`src/rtl/store_buffer_if.sv`:
```
// Store buffer bus: MEM-stage store/load requests, load result, data-memory port, occupancy.
// Latency: n/a (signal bundle only).
// Backpressure: st_ready from the buffer; ld_stall tells the MEM stage to hold the load.
//
// Ports (by modport):
//   master : drives st_valid/st_addr/st_data, ld_valid/ld_addr; observes everything else
//   slave  : the store buffer itself (opposite directions)
interface store_buffer_if #(
  parameter int DEPTH  = 4,
  parameter int ADDR_W = 32,
  parameter int DATA_W = 32
);
  localparam int CNT_W = $clog2(DEPTH) + 1;

  // store request
  logic              st_valid;
  logic [ADDR_W-1:0] st_addr;
  logic [DATA_W-1:0] st_data;
  logic              st_ready;

  // load request and result
  logic              ld_valid;
  logic [ADDR_W-1:0] ld_addr;
  logic              ld_hit;
  logic [DATA_W-1:0] ld_fwd_data;
  logic              ld_stall;

  // single data-memory port
  logic              mem_read;
  logic              mem_write;
  logic [ADDR_W-1:0] mem_address;
  logic [DATA_W-1:0] mem_write_data;

  // occupancy for fences
  logic              empty;
  logic [CNT_W-1:0]  count;

  modport master (
    output st_valid, st_addr, st_data, ld_valid, ld_addr,
    input  st_ready, ld_hit, ld_fwd_data, ld_stall,
    input  mem_read, mem_write, mem_address, mem_write_data,
    input  empty, count
  );

  modport slave (
    input  st_valid, st_addr, st_data, ld_valid, ld_addr,
    output st_ready, ld_hit, ld_fwd_data, ld_stall,
    output mem_read, mem_write, mem_address, mem_write_data,
    output empty, count
  );
endinterface

```
`src/rtl/store_buffer.sv`:
```
// Store buffer: circular FIFO of committed stores draining to a single data-memory port.
// Latency: a pushed store is visible to load matching next cycle; drains one entry per free port cycle.
// Backpressure: st_ready drops when full; ld_stall holds a load when full (or on a match without forwarding).
//
// Ports:
//   clk   : single clock, rising edge
//   rst_n : asynchronous active-low reset; clears pointers, count and entry valid bits
//   bus   : store_buffer_if.slave (store/load requests, load result, memory port, occupancy)
//
// Optional feature: define STORE_BUFFER_FWD_EN to forward the youngest matching store's data to
// a load instead of stalling it until the matching entries have drained.
module store_buffer #(
  parameter int DEPTH  = 4,
  parameter int ADDR_W = 32,
  parameter int DATA_W = 32
) (
  input logic           clk,
  input logic           rst_n,
  store_buffer_if.slave bus
);
  localparam int PTR_W = $clog2(DEPTH);
  localparam int CNT_W = $clog2(DEPTH) + 1;
  localparam logic [CNT_W-1:0] FULL_CNT = CNT_W'(DEPTH);

  // entry storage; payload is only meaningful where valid_q is set, so it carries no reset
  logic [ADDR_W-1:0] addr_q [DEPTH];
  logic [DATA_W-1:0] data_q [DEPTH];
  logic [DEPTH-1:0]  valid_q;

  logic [PTR_W-1:0]  head_q;
  logic [PTR_W-1:0]  tail_q;
  logic [CNT_W-1:0]  count_q;

  logic              full;
  logic              push;
  logic              drain;
  logic              load_owns;
  logic              ld_match;
  logic [PTR_W-1:0]  idx;
`ifdef STORE_BUFFER_FWD_EN
  logic [DATA_W-1:0] match_data;
`endif

  logic              hit;
  logic              stall;
  logic [DATA_W-1:0] fwd_data;

  assign full = (count_q == FULL_CNT);
  assign push = bus.st_valid && !full;

  // Walk entries oldest to youngest starting at head, so the last hit seen is the youngest.
  always_comb begin
    ld_match = 1'b0;
    idx      = '0;
`ifdef STORE_BUFFER_FWD_EN
    match_data = '0;
`endif
    for (int i = 0; i < DEPTH; i++) begin
      idx = head_q + PTR_W'(i);
      if (valid_q[idx] && (addr_q[idx] == bus.ld_addr)) begin
        ld_match = 1'b1;
`ifdef STORE_BUFFER_FWD_EN
        match_data = data_q[idx];
`endif
      end
    end
  end

  // A non-matching load takes the port unless the buffer is full; in every other case the
  // port is free for the head entry.
  assign load_owns = bus.ld_valid && !ld_match && !full;
  assign drain     = (count_q != '0) && !load_owns;

`ifdef STORE_BUFFER_FWD_EN
  // Forwarding needs no port, so the head keeps draining while the load is served.
  // A full buffer still stalls the load so the MEM stage sees one consistent rule.
  assign hit      = bus.ld_valid && ld_match && !full;
  assign stall    = bus.ld_valid && full;
  assign fwd_data = hit ? match_data : '0;
`else
  // Without forwarding a matching load waits until every matching entry has been written.
  assign hit      = 1'b0;
  assign stall    = bus.ld_valid && (full || ld_match);
  assign fwd_data = '0;
`endif

  // pointers, occupancy and valid bits
  always_ff @(posedge clk or negedge rst_n) begin
    if (!rst_n) begin
      head_q  <= '0;
      tail_q  <= '0;
      count_q <= '0;
      valid_q <= '0;
    end else begin
      // push and pop never hit the same slot: pop needs count>0, push needs count<DEPTH,
      // and with both true head != tail
      if (drain) begin
        valid_q[head_q] <= 1'b0;
        head_q          <= head_q + PTR_W'(1);
      end
      if (push) begin
        valid_q[tail_q] <= 1'b1;
        tail_q          <= tail_q + PTR_W'(1);
      end
      case ({push, drain})
        2'b10:   count_q <= count_q + CNT_W'(1);
        2'b01:   count_q <= count_q - CNT_W'(1);
        default: count_q <= count_q;
      endcase
    end
  end

  // payload capture
  always_ff @(posedge clk) begin
    if (push) begin
      addr_q[tail_q] <= bus.st_addr;
      data_q[tail_q] <= bus.st_data;
    end
  end

  // outputs: all combinational from current state and the load inputs
  assign bus.st_ready       = !full;
  assign bus.empty          = (count_q == '0);
  assign bus.count          = count_q;
  assign bus.mem_read       = load_owns;
  assign bus.mem_write      = drain;
  assign bus.mem_address    = load_owns ? bus.ld_addr : (drain ? addr_q[head_q] : '0);
  assign bus.mem_write_data = drain ? data_q[head_q] : '0;
  assign bus.ld_hit         = hit;
  assign bus.ld_stall       = stall;
  assign bus.ld_fwd_data    = fwd_data;
endmodule

```
`src/flat_wrapper.sv`:
```
// flat-port wrapper written by rule: the top's interface ports become plain ports
module store_buffer_flat 
#(
  parameter int DEPTH  = 4,
  parameter int ADDR_W = 32,
  parameter int DATA_W = 32
)
  (clk, rst_n, bus_st_valid, bus_st_addr, bus_st_data, bus_ld_valid, bus_ld_addr, bus_st_ready, bus_ld_hit, bus_ld_fwd_data, bus_ld_stall, bus_mem_read, bus_mem_write, bus_mem_address, bus_mem_write_data, bus_empty, bus_count);
  store_buffer_if #(.DEPTH(DEPTH), .ADDR_W(ADDR_W), .DATA_W(DATA_W)) bus_i ();
  input logic clk;
  input logic rst_n;
  input wire logic [$bits(bus_i.st_valid)-1:0] bus_st_valid;
  input wire logic [$bits(bus_i.st_addr)-1:0] bus_st_addr;
  input wire logic [$bits(bus_i.st_data)-1:0] bus_st_data;
  input wire logic [$bits(bus_i.ld_valid)-1:0] bus_ld_valid;
  input wire logic [$bits(bus_i.ld_addr)-1:0] bus_ld_addr;
  output wire logic [$bits(bus_i.st_ready)-1:0] bus_st_ready;
  output wire logic [$bits(bus_i.ld_hit)-1:0] bus_ld_hit;
  output wire logic [$bits(bus_i.ld_fwd_data)-1:0] bus_ld_fwd_data;
  output wire logic [$bits(bus_i.ld_stall)-1:0] bus_ld_stall;
  output wire logic [$bits(bus_i.mem_read)-1:0] bus_mem_read;
  output wire logic [$bits(bus_i.mem_write)-1:0] bus_mem_write;
  output wire logic [$bits(bus_i.mem_address)-1:0] bus_mem_address;
  output wire logic [$bits(bus_i.mem_write_data)-1:0] bus_mem_write_data;
  output wire logic [$bits(bus_i.empty)-1:0] bus_empty;
  output wire logic [$bits(bus_i.count)-1:0] bus_count;
  assign bus_i.st_valid = bus_st_valid;
  assign bus_i.st_addr = bus_st_addr;
  assign bus_i.st_data = bus_st_data;
  assign bus_i.ld_valid = bus_ld_valid;
  assign bus_i.ld_addr = bus_ld_addr;
  assign bus_st_ready = bus_i.st_ready;
  assign bus_ld_hit = bus_i.ld_hit;
  assign bus_ld_fwd_data = bus_i.ld_fwd_data;
  assign bus_ld_stall = bus_i.ld_stall;
  assign bus_mem_read = bus_i.mem_read;
  assign bus_mem_write = bus_i.mem_write;
  assign bus_mem_address = bus_i.mem_address;
  assign bus_mem_write_data = bus_i.mem_write_data;
  assign bus_empty = bus_i.empty;
  assign bus_count = bus_i.count;
  store_buffer #(.DEPTH(DEPTH), .ADDR_W(ADDR_W), .DATA_W(DATA_W)) u_core (.clk(clk), .rst_n(rst_n), .bus(bus_i));
endmodule
```
`config.mk`:
```
export PLATFORM = sky130hd
export DESIGN_NAME = store_buffer_flat
export DESIGN_NICKNAME = d
export VERILOG_FILES = /design/src/rtl/store_buffer_if.sv /design/src/rtl/store_buffer.sv /design/src/flat_wrapper.sv
export SDC_FILE = /design/constraint.sdc
export NUM_CORES = 1
export LEC_CHECK = 0
export ABC_CLOCK_PERIOD_IN_PS = 19200
export CORE_MARGIN = 3
export CORE_UTILIZATION = 25
export CTS_BUF_LIST = sky130_fd_sc_hd__clkbuf_8
export CTS_CLUSTER_SIZE = 16
export DETAILED_ROUTE_END_ITERATION = 12
export PLACE_DENSITY = 0.42
export SKIP_LAST_GASP = 1
export SYNTH_ARGS = -nofsm -noshare
export SYNTH_HDL_FRONTEND = slang
export SYNTH_SLANG_ARGS = --single-unit
```
`constraint.sdc`:
```
create_clock -name clk -period 19.2 [get_ports clk]
set_clock_uncertainty 0.05 [all_clocks]
set_input_delay 5.76 -clock clk [delete_from_list [all_inputs] [get_ports clk]]
set_output_delay 5.76 -clock clk [all_outputs]
set_load 0.03 [all_outputs]
```
==> metrics.yaml <==
outcome: "complete, no violations"
dp_hpwl_um: 32550
core_um2: 60810
yosysTopAreaCell: "edfxtp_1"
vias: 9303
worstMarginPinSlew_ns: 0.9898
start_util: 0.2542
clkTransAtPathRegs_ns: 0.05
antenna_found_initial: 6
rrSetupSlack_ns: 12.70
critPathKind: "in2out"
grt_pass1_wl_um: 69890
max_slew_margin: 0.3401
tns_ns: 0
clock_latency_ns: 0.63
ys_async_sr_fraction: 0.04120
max_freq_mhz: 64.35
first_iter_violations: 534
post_cts_buffers: 0
critical_path.cell_chain: "clkdlybuf4s50_1 > a222oi_1 > o2111ai_1 > or4_1 > a2111o_1 > o211ai_4 > nor2_8 > mux2i_1 > clkdlybuf4s50_1"
clock-sinks: 267
total_leakage_power_nw: 6.272
synth.distinct_cells: 67
cts_tree: "done"
final_util: 0.3054
synth_top_area_frac: 0.4972
critPathCaptureType: "output port"
min_period_over_period: 0.8093
cp_max_fo: 37
wl_um: 47900
row_count: 90
p_per_area_nw_per_um2: 172.3
chipHeight_um: 254.7
ys_warn_count: 0
worstReg2RegStart: "u_core.head_q[1]$_DFFE_PN0P_"
cts_root_buffer: "clkbuf_8"
syn_area_per_cell_um2: 15.95
synth_seq_cells: 267
cts_buffers: 51
io_buffers: 171
wl_per_cell_um: 24.41
pin_count: 205
drcViolationCount: 0
hp-class: "reg2reg"
cts-hold-fix-buffers: 0
first_global_vias: 9928
antenna_left: 0
synth_area_leaders: "edfxtp_1 (50%), mux4_2 (17%), xnor2_1 (6.9%)"
start_kind: "input port"
area_growth_pct: 20.14
layout.nets: 1250
worst-endpoint-arrival_ns: 9.73
drv_cap: 0
via_per_inst: 4.742
synth_area_um2: 15460
rsz0062_at_grt: "no"
post-route-min-period_ns: 15.54
ctsResizeCount: 0
r2r_end: "u_core.bus.count[2]$_DFFE_PN0P_"
dieWidth_um: 254.7
synth_flop_cell: "edfxtp_1"
track_usage: 0.1479
critPathTopFamily: "compound AO/OA/AOI/OAI gates"
drv_slew: 0
cp.required_ns: 13.39
dieArea_um2: 64860
cpMostUsedCell: "clkdlybuf4s50_1"
reg2reg_depth: 18
crit_buf_inv: 2
crit_slowest_cell: "clkdlybuf4s50_1"
yosysSeqAreaShare: 0.5151
drive_gt1_frac: 0.1859
holdPathStages: 1
synth_edf_count: 256
gp_congestion: 0.7676
clockBufferDepth: 3
final_hold_viol_count: 0
syn_inst: 969
overflow: 0
hp-start: "u_core.bus.count[2]$_DFFE_PN0P_"
slowest_delay_ns: 0.74
first_pass_iters: 4
vdd_ir_drop_max_v: 0.00008798
min_to: "u_core.bus.count[2]$_DFFE_PN0P_"
setup_violations: 0
cts.htree.levels: 2
grt_max_degree: 102
worst max path at each step:
stage	startpoint	end	slack [ns]	depth (start not counted)
2_1_floorplan	bus_ld_addr[22]	bus_mem_address[26]	5.24	9
3_3_place_gp	bus_ld_addr[5]	bus_mem_address[25]	3.51	9
3_5_place_dp	bus_ld_addr[5]	bus_mem_address[25]	3.51	9
4_1_cts	bus_ld_addr[5]	bus_mem_address[25]	3.49	9
5_1_grt	bus_ld_addr[3]	bus_mem_address[25]	3.54	9
6_report	bus_ld_addr[5]	bus_mem_address[5]	3.66	9
layer usage:
layer,global-route usage,part of all wire,vias to the layer above,wire length (um)
met5,0,0.00084,-,40
met4,0.04789,0.032,6,1531
met3,0.04120,0.066,85,3149
met2,0.2456,0.48,305,23010
met1,0.1873,0.42,4791,20160
li1,-,-,4116,-
registers in the layout, summed over array words and instances, names as in the netlist:
name              flops
u_core.addr_q       128
u_core.bus.count      3
u_core.data_q       128
u_core.head_q         2
u_core.tail_q         2
u_core.valid_q        4
power breakdown:
group	internal [mW]	switching [mW]
registers	0.776	0.106
logic	0.828	0.992
clock network	0.247	0.251
Yosys cell counts (all sizes together), types with 2 or more instances:
library cell and count:
nand3 8, clkdlybuf4s25 2, nor2b 32, ha 9, or4 2, inv 42
a211oi 2, and3 4, mux4 139, a22oi 2, mux2 10, o22a 4
a2bb2oi 2, clkbuf 16, nand2b 4, o2111ai 4, o21ai 6, o22ai 11
xnor2 122, nor4 7, xor2 2, buf 77, nor3 4, nand3b 4
nand4 21, or3 2, nor2 10, a21oi 3, mux2i 82, edfxtp 256
nand2 43, a2111oi 5, o211ai 3, dlygate4sd3 2, a222oi 3, dfrtp 11
kinds of logic after synthesis:
logic type | count (synthesis) | synth area share
xor gates and xnor gates | 124 | 0.07074
other | 1 | 0.0002426
muxes | 231 | 0.2678
adders and majority gates | 10 | 0.008579
buffers and inverters | 140 | 0.05738
and+or+nand+nor | 143 | 0.05155
AOI/OAI and AO/OA | 53 | 0.02865
DFF | 267 | 0.5151
placed cells by master (no fill, tap or decap), types with 4 or more instances in the layout:
master and n:
nand3_1 7, nor4_1 7, clkinv_2 4, o22a_1 4, nor3_1 4, nand2_1 43
ha_1 8, clkinv_1 17, a2111oi_0 4, nor2_1 9, clkdlybuf4s50_1 171, mux4_1 18
edfxtp_1 256, mux2_2 9, and3_4 4, dfrtp_1 9, mux2i_1 82, clkbuf_8 51
nand2b_1 4, o21ai_0 5, o2111ai_1 4, mux4_2 119, nor2b_1 32, inv_1 58
conb_1 33, nand4_1 20, nand3b_1 4, buf_4 11, o22ai_1 11, xnor2_1 121
stage by stage:
stage | power (mW) | setup WS, ns | cell area [um2] | hold slack [ns] | instances
after CTS | 3.279 | 3.495 | 18570 | 0.4690 | 1960
after floorplan | 2.190 | 5.244 | 15580 | 0.4848 | 1001
after global placement | 2.758 | 3.512 | 17690 | 0.4531 | 1869
after global routing | 3.400 | 3.544 | 18570 | 0.4946 | 1960
after detailed placement | 2.755 | 3.507 | 17690 | 0.4655 | 1869
final | 3.200 | 3.661 | 18570 | 0.4672 | 1962
layout make-up:
| type | count | area, um2 |
|---|---|---|
| fill | 6087 | 42240 |
| sequential | 267 | 7970 |
| multi-input combinational | 594 | 6764 |
| timing repair buffer | 183 | 1814 |
| tap | 782 | 978.4 |
| clock buffer | 51 | 701.9 |
| clock inverter | 40 | 177.7 |
| inverter | 43 | 161.4 |
| antenna | 2 | 5.005 |
Note: power is estimated with default switching activity, not from simulation.
